--- config.mk ---
export PLATFORM = sky130hd
export DESIGN_NAME = stream_qos_arbiter_aging
export DESIGN_NICKNAME = d
export VERILOG_FILES = /design/src/rtl/stream_qos_arbiter_aging.sv
export SDC_FILE = /design/constraint.sdc
export NUM_CORES = 1
export LEC_CHECK = 0
export ABC_AREA = 1
export BUFFER_PORTS_ARGS = -buffer_cell sky130_fd_sc_hd__buf_4
export CAP_MARGIN = 25
export CORE_MARGIN = 2
export CORE_UTILIZATION = 37
export DETAILED_ROUTE_END_ITERATION = 8
export PLACE_DENSITY_LB_ADDON = 0.15
export SKIP_CTS_REPAIR_TIMING = 1
export SYNTH_ARGS = -nofsm -noshare
export SYNTH_HDL_FRONTEND = slang
export SYNTH_SLANG_ARGS = --single-unit
--- constraint.sdc ---
create_clock -name clk_i -period 2.5 [get_ports clk_i]
set_input_delay 0.25 -clock clk_i [delete_from_list [all_inputs] [get_ports clk_i]]
set_output_delay 0.25 -clock clk_i [all_outputs]
set_load 0.05 [all_outputs]
--- src/rtl/stream_qos_arbiter_aging.sv ---
// rtl/stream_qos_arbiter_aging.sv - packet-granular QoS arbiter with round-robin tie-break and optional aging
//
// Merges STREAM_COUNT valid/ready input streams onto one registered output
// stream. A grant is taken in IDLE and held for a whole packet (first beat to
// the s_last_i beat). Highest s_qos_i wins; ties resolve round-robin from
// rr_ptr. With STREAM_ARB_QOS_AGING_EN defined, per-stream age counters
// promote streams that keep losing to "urgent", which beats any non-urgent one.
//
// Ports:
//   clk_i, rst_i        clock, asynchronous active-high reset
//   s_data_i/s_qos_i    per-stream data and QoS (QoS sampled at arbitration)
//   s_last_i/s_valid_i  per-stream end-of-packet and valid
//   s_ready_o           per-stream ready, combinational, one-hot or zero
//   m_data_o/m_last_o   registered output beat
//   m_qos_o/m_id_o      QoS latched at grant and granted stream index
//   m_valid_o/m_ready_i output handshake
//
// Optional feature macro: STREAM_ARB_QOS_AGING_EN

module stream_qos_arbiter_aging #(
    parameter int T_DATA_WIDTH = 8,
    parameter int T_QOS__WIDTH = 4,
    parameter int STREAM_COUNT = 2,
    parameter int T_ID___WIDTH = $clog2(STREAM_COUNT),
    parameter int AGE_WIDTH    = 4,
    parameter int AGE_LIMIT    = 15
) (
    input  logic                                     clk_i,
    input  logic                                     rst_i,
    input  logic [STREAM_COUNT-1:0][T_DATA_WIDTH-1:0] s_data_i,
    input  logic [STREAM_COUNT-1:0][T_QOS__WIDTH-1:0] s_qos_i,
    input  logic [STREAM_COUNT-1:0]                  s_last_i,
    input  logic [STREAM_COUNT-1:0]                  s_valid_i,
    output logic [STREAM_COUNT-1:0]                  s_ready_o,
    output logic [T_DATA_WIDTH-1:0]                  m_data_o,
    output logic [T_QOS__WIDTH-1:0]                  m_qos_o,
    output logic [T_ID___WIDTH-1:0]                  m_id_o,
    output logic                                     m_last_o,
    output logic                                     m_valid_o,
    input  logic                                     m_ready_i
);

    typedef enum logic {
        ST_IDLE  = 1'b0,
        ST_GRANT = 1'b1
    } state_t;

    localparam logic [T_ID___WIDTH-1:0] LAST_ID = T_ID___WIDTH'(STREAM_COUNT - 1);

    state_t                  state_q, state_d;
    logic [T_ID___WIDTH-1:0] grant_q, grant_d;
    logic [T_ID___WIDTH-1:0] rr_ptr_q, rr_ptr_d;
    logic [T_QOS__WIDTH-1:0] pkt_qos_q, pkt_qos_d;

    logic [T_DATA_WIDTH-1:0] m_data_q, m_data_d;
    logic [T_QOS__WIDTH-1:0] m_qos_q, m_qos_d;
    logic [T_ID___WIDTH-1:0] m_id_q, m_id_d;
    logic                    m_last_q, m_last_d;
    logic                    m_valid_q, m_valid_d;

    logic [STREAM_COUNT-1:0] urgent;
    logic [T_ID___WIDTH-1:0] winner;
    logic                    start_grant;
    logic                    beat_accept;

    // ------------------------------------------------------------------
    // Aging
    // ------------------------------------------------------------------
`ifdef STREAM_ARB_QOS_AGING_EN
    localparam logic [AGE_WIDTH-1:0] AGE_LIMIT_V = AGE_WIDTH'(AGE_LIMIT);

    logic [STREAM_COUNT-1:0][AGE_WIDTH-1:0] age_q, age_d;

    for (genvar gi = 0; gi < STREAM_COUNT; gi++) begin : g_urgent
        assign urgent[gi] = (age_q[gi] >= AGE_LIMIT_V);
    end

    // Ages only move on an IDLE->GRANT event: the winner restarts from 0,
    // every other waiting stream gains one (saturating), idle streams keep theirs.
    always_comb begin
        age_d = age_q;
        if (start_grant) begin
            for (int i = 0; i < STREAM_COUNT; i++) begin
                if (T_ID___WIDTH'(i) == winner) begin
                    age_d[i] = '0;
                end else if (s_valid_i[i] && (age_q[i] != '1)) begin
                    age_d[i] = age_q[i] + AGE_WIDTH'(1);
                end
            end
        end
    end

    always_ff @(posedge clk_i or posedge rst_i) begin
        if (rst_i) begin
            age_q <= '0;
        end else begin
            age_q <= age_d;
        end
    end
`else
    assign urgent = '0;

    // Age parameters have no function without the aging counters.
    logic [31:0] unused_age_cfg;
    assign unused_age_cfg = 32'(AGE_WIDTH) ^ 32'(AGE_LIMIT);
`endif

    // ------------------------------------------------------------------
    // Arbitration: search upward from rr_ptr so that the first candidate
    // with the strictly largest {urgent, qos} key wins; equal keys found
    // later in the search never replace it, which gives the round-robin tie-break.
    // ------------------------------------------------------------------
    always_comb begin
        int                    idx;
        logic                  found;
        logic [T_QOS__WIDTH:0] best_key;
        logic [T_QOS__WIDTH:0] cand_key;
        winner   = rr_ptr_q;
        found    = 1'b0;
        best_key = '0;
        idx      = 0;
        cand_key = '0;
        for (int k = 0; k < STREAM_COUNT; k++) begin
            idx = int'(rr_ptr_q) + k;
            if (idx >= STREAM_COUNT) begin
                idx = idx - STREAM_COUNT;
            end
            cand_key = {urgent[idx], s_qos_i[idx]};
            if (s_valid_i[idx] && (!found || (cand_key > best_key))) begin
                found    = 1'b1;
                best_key = cand_key;
                winner   = T_ID___WIDTH'(idx);
            end
        end
    end

    // ------------------------------------------------------------------
    // FSM next state, handshake and output register next values
    // ------------------------------------------------------------------
    always_comb begin
        state_d     = state_q;
        grant_d     = grant_q;
        rr_ptr_d    = rr_ptr_q;
        pkt_qos_d   = pkt_qos_q;
        m_data_d    = m_data_q;
        m_qos_d     = m_qos_q;
        m_id_d      = m_id_q;
        m_last_d    = m_last_q;
        m_valid_d   = m_valid_q;
        s_ready_o   = '0;
        start_grant = 1'b0;
        beat_accept = 1'b0;

        case (state_q)
            ST_IDLE: begin
                if (|s_valid_i) begin
                    start_grant = 1'b1;
                    state_d     = ST_GRANT;
                    grant_d     = winner;
                    pkt_qos_d   = s_qos_i[winner];
                    rr_ptr_d    = (winner == LAST_ID) ? '0 : winner + T_ID___WIDTH'(1);
                end
            end
            ST_GRANT: begin
                // Ready only when the output register is free or draining this cycle.
                s_ready_o[grant_q] = ~m_valid_q | m_ready_i;
                beat_accept        = s_valid_i[grant_q] & s_ready_o[grant_q];
                if (beat_accept && s_last_i[grant_q]) begin
                    state_d = ST_IDLE;
                end
            end
            default: begin
                state_d = ST_IDLE;
            end
        endcase

        if (beat_accept) begin
            m_data_d  = s_data_i[grant_q];
            m_last_d  = s_last_i[grant_q];
            m_id_d    = grant_q;
            m_qos_d   = pkt_qos_q;
            m_valid_d = 1'b1;
        end else if (m_ready_i) begin
            m_valid_d = 1'b0;
        end
    end

    always_ff @(posedge clk_i or posedge rst_i) begin
        if (rst_i) begin
            state_q   <= ST_IDLE;
            grant_q   <= '0;
            rr_ptr_q  <= '0;
            pkt_qos_q <= '0;
            m_data_q  <= '0;
            m_qos_q   <= '0;
            m_id_q    <= '0;
            m_last_q  <= 1'b0;
            m_valid_q <= 1'b0;
        end else begin
            state_q   <= state_d;
            grant_q   <= grant_d;
            rr_ptr_q  <= rr_ptr_d;
            pkt_qos_q <= pkt_qos_d;
            m_data_q  <= m_data_d;
            m_qos_q   <= m_qos_d;
            m_id_q    <= m_id_d;
            m_last_q  <= m_last_d;
            m_valid_q <= m_valid_d;
        end
    end

    assign m_data_o  = m_data_q;
    assign m_qos_o   = m_qos_q;
    assign m_id_o    = m_id_q;
    assign m_last_o  = m_last_q;
    assign m_valid_o = m_valid_q;

endmodule
==> results by stage <==
Run status:
- The flow ran to the end, and the final reports show no timing, DRC or antenna violations.

Pwr:
- The worst voltage drop across the vdd grid is 367.6 µV.
- Total power for the finished layout comes to 2.509 mW.
- In this run the power density over the cells is 1435 nW/µm².
- In this run the static leakage power is 0.9274 nW.

Global route:
- The pin count of the biggest net entering global routing is 25.
- The first-pass GRT wire length is 5.561 mm.
- In the global route stage, overall resource usage came out at 0.1677.
- The number of global-route vias before repair came to 1247.
- For this run the aggregate overflow at the end of global routing stands at 0.
- The initial antenna violation count came to 0.

Setup path:
- The most prevalent standard cell on the critical path is sky130_fd_sc_hd__nand2_1.
- STA puts the critical path data required time at 2700 ps.
- Of all nets on the critical path, the largest fanout is 10.
- The type of destination of the critical path is a register.
- For the worst setup path, the data arrival time is 2380 ps.
- The worst register-to-register path ends at rr_ptr_q.
- The setup path with the least slack is of type reg2reg.
- The signal on the critical path passes through inv_2 > o21ai_0 > nand2_1 > ha_1 > nand2_1 > nor2_1 > nor2_1 > nand2_1 > nand2_2 > nand2_4 > nand2_2 > nand2_4 > nand3_2 > o21a_1.
- The number of cells on the worst reg-to-reg path is 14.
- Together, buffers and inverters on the worst path number 1.
- The kind of start point of the critical path is a register.
- In this run the worst setup path begins at rr_ptr_q.
- The highest cell delay on the worst timing path is 560 ps.
- The category of cells accounting for the largest share of critical-path delay is simple AND/OR/NAND/NOR gates.
- The start of the worst register-to-register path is rr_ptr_q.
- The setup check on the worst reg-to-reg path leaves a slack of 310 ps.
- The slowest library cell on the worst path is sky130_fd_sc_hd__dfrtp_1.

Clocking:
- The clock passes through at most 2 buffers.
- The number of buffers inserted during clock tree synthesis is 3.
- The clock tree from TritonCTS is done.
- The total number of H-tree levels is 1.
- The later-pin clock latency in the skew report is 290 ps.
- The tree is rooted in a sky130_fd_sc_hd__clkbuf_4.
- After clock tree synthesis, the clock-pin slew on the worst setup and hold paths is 110 ps.
- For this design, the sink count on the clock tree is 22.

Yosys:
- The biggest area contributor in the post-synthesis netlist is sky130_fd_sc_hd__dfrtp_1.
- Among all flip-flop cells after synthesis, the most frequent one is sky130_fd_sc_hd__dfrtp_1.
- Synthesis produced 170 cells.
- The most common cell in the netlist is sky130_fd_sc_hd__nand2_1.
- The synthesized design contains 22 register bits.
- Ranked by total cell area, the synthesized netlist is headed by sky130_fd_sc_hd__dfrtp_1, sky130_fd_sc_hd__nand2_1, sky130_fd_sc_hd__nor2_1.
- By count the netlist is led by sky130_fd_sc_hd__nand2_1, sky130_fd_sc_hd__dfrtp_1, sky130_fd_sc_hd__nor2_1, sky130_fd_sc_hd__inv_1, sky130_fd_sc_hd__nand4_1.
- The mean post-synth cell area is 7.905 µm².
- After synthesis, the share of flip-flops with an asynchronous set or reset is 1.000.
- The synthesized netlist contains 25 unique library cells.
- In this run the cell area of the synthesized design comes to 1344 µm².
- The number of nets produced by synthesis is 205.
- Yosys printed 0 warnings.
- The number of enable-type register cells in the synthesized netlist is 0.
- The share of synthesized area in the top cell type comes to 0.4097.
- For this run, the register share of the synthesized area comes to 0.4097.

Layout:
- The repair_antennas step left the layout with diodes totalling 0.
- The sequential standard cell area is 550.5 µm².
- The post-route standard cell area excluding fillers is 1748 µm².
- Fill cells in the final layout number 347.
- The relative area change from synthesis to final layout is 30.07%.
- The share of cells above drive strength 1 is 0.3256.
- The non-filler instance count after layout is 261.
- The number of nets in the finished design is 251.
- The multi-input gate area in the final layout is 671.9 µm².

Route:
- The number of vias after detailed routing is 1260.
- Dividing the detail-routed via count by the number of cells gives 4.828.
- In the routed design, unresolved DRC markers number 0.
- In the final routed layout, each cell accounts on average for 12.11 µm.
- The pre-antenna-repair detailed-routing pass consisted of 4 iterations.
- Wires add up to 3.162 mm.
- After the first detailed-routing iteration, the DRC count stood at 42.
- The post-detailed-route count of antenna-violating nets is 0.

Floorplan:
- The total number of placement rows is 21.
- The number of I/O pins is 48.
- The floorplan step set the die width to 64.27 µm.
- The area of the core region is 3416 µm².
- The die covers 4130 µm².
- Measured along the y axis, the die boundary spans 64.27 µm.
- The starting utilization of the core area is 0.3934.

STA:
- The final hold violation count is 0.
- The clock arrives with 2.322 ps of skew.
- Setup total negative slack on the finished layout was measured at 0 ps.
- Setup violations remaining at the end of the flow were counted as 0.
- The actual transition at the worst max-transition pin is 835.3 ps.
- Across all hold checks on the routed design, the worst slack comes to 110.9 ps.
- Setup repair after global routing left no endpoint under its margin.
- The number of pins exceeding their max-slew limit in the final report was 0.
- The worst path needs 2186 ps of the cycle, external delays included.
- For this run, the top clock speed supported by timing is 457.5 MHz.
- In this run the tightest slew margin relative to its limit is 0.4425.
- The final worst-path cycle share is 0.8744.

Run:
- The number of max-cap violations is 0.

Min path:
- The tightest min-delay check is of the in2async type.

Placement:
- Summed over all nets, the half-perimeter wirelength after detailed placement is 2.542 mm.
- Port buffering added 47 buffers.
- Summing all placed instances gives a cell area of 1712 µm².
- Routability-driven placement finished with a final weighted congestion of 0.7612.
- Once placement completed, the tool counted placed cells totaling 257.
[metrics by stage]
step                        util  worst slack, ps
after global routing      0.5117            40.41
after floorplan                -            317.7
after global placement    0.5011            397.9
after detailed placement  0.5011            327.5
final                     0.5117            314.0
after CTS                 0.5117            304.9
[how the worst max path moves through the flow]
stage	cells past startpoint	endpoint	slack [ps]
global route	14	pkt_qos_q[3]	40
CTS	14	rr_ptr_q	300
detailed placement	14	rr_ptr_q	330
floorplan	5	m_id_o	320
global placement	14	pkt_qos_q[1]	400
finish	14	rr_ptr_q	310
[cell type report]
class / count / share of cell area
Inverter: 19 / 0.04080
Tap cell: 46 / 0.03293
Timing Repair Buffer: 48 / 0.2062
Clock buffer: 4 / 0.02076
Sequential cell: 22 / 0.3150
Multi-Input combinational cell: 122 / 0.3844
[flip-flops by register name, summed over array words and instances (netlist names)]
signal	count
m_valid_o	1
m_last_o	1
m_id_o	1
rr_ptr_q	1
state_q	1
grant_q	1
m_data_o	8
m_qos_o	4
pkt_qos_q	4
[cell families (layout without fill, tap and decap cells)]
kind of cell / Yosys count / in the layout / synth area share
AO/OA/AOI/OAI: 24 / 24 / 0.1453
adder cells (fa/ha/maj): 4 / 4 / 0.03725
buffers and inverters: 26 / 71 / 0.09032
flip-flops: 22 / 22 / 0.4097
AND/OR/NAND/NOR: 94 / 94 / 0.3175
[power breakdown]
group / internal, mW / switching [mW] / total [mW]
sequential: 0.533 / 0.146 / 0.679
combinational: 0.530 / 1.11 / 1.64
clock: 0.0887 / 0.0996 / 0.188
[per-layer routing]
metal | part of all wire | vias to the layer above | track usage | routed length [µm]
met3 | 0.042 | 2 | 0.01585 | 132
li1 | - | 645 | - | -
met5 | 0 | - | 0 | 0
met1 | 0.47 | 580 | 0.2169 | 1498
met4 | 0.011 | 0 | 0.06649 | 34
met2 | 0.47 | 33 | 0.2878 | 1497
[placed cells by master, fill, tap and decap left out]
master                     netlist  final
sky130_fd_sc_hd__o21ai_0         9      9
sky130_fd_sc_hd__clkbuf_4        1      3
sky130_fd_sc_hd__inv_1          17     17
sky130_fd_sc_hd__nand3_2         3      3
sky130_fd_sc_hd__buf_4           0     48
sky130_fd_sc_hd__nor2_1         20     20
sky130_fd_sc_hd__o31ai_1         3      3
sky130_fd_sc_hd__ha_1            4      4
sky130_fd_sc_hd__a21oi_2         1      1
sky130_fd_sc_hd__nor3_1          2      2
sky130_fd_sc_hd__o21bai_1        1      1
sky130_fd_sc_hd__nand2_4         2      2
sky130_fd_sc_hd__a22oi_1         1      1
sky130_fd_sc_hd__nand2_1        50     50
sky130_fd_sc_hd__o21ai_2         1      1
sky130_fd_sc_hd__inv_2           2      2
sky130_fd_sc_hd__nand4_1        10     10
sky130_fd_sc_hd__clkbuf_8        0      1
sky130_fd_sc_hd__o21a_1          1      1
sky130_fd_sc_hd__nand2_2         3      3
sky130_fd_sc_hd__dfrtp_1        22     22
sky130_fd_sc_hd__o21ai_4         1      1
sky130_fd_sc_hd__o31ai_2         5      5
sky130_fd_sc_hd__nand3_1         4      4
sky130_fd_sc_hd__a32oi_1         1      1
Note: power is estimated with default switching activity, not from simulation.
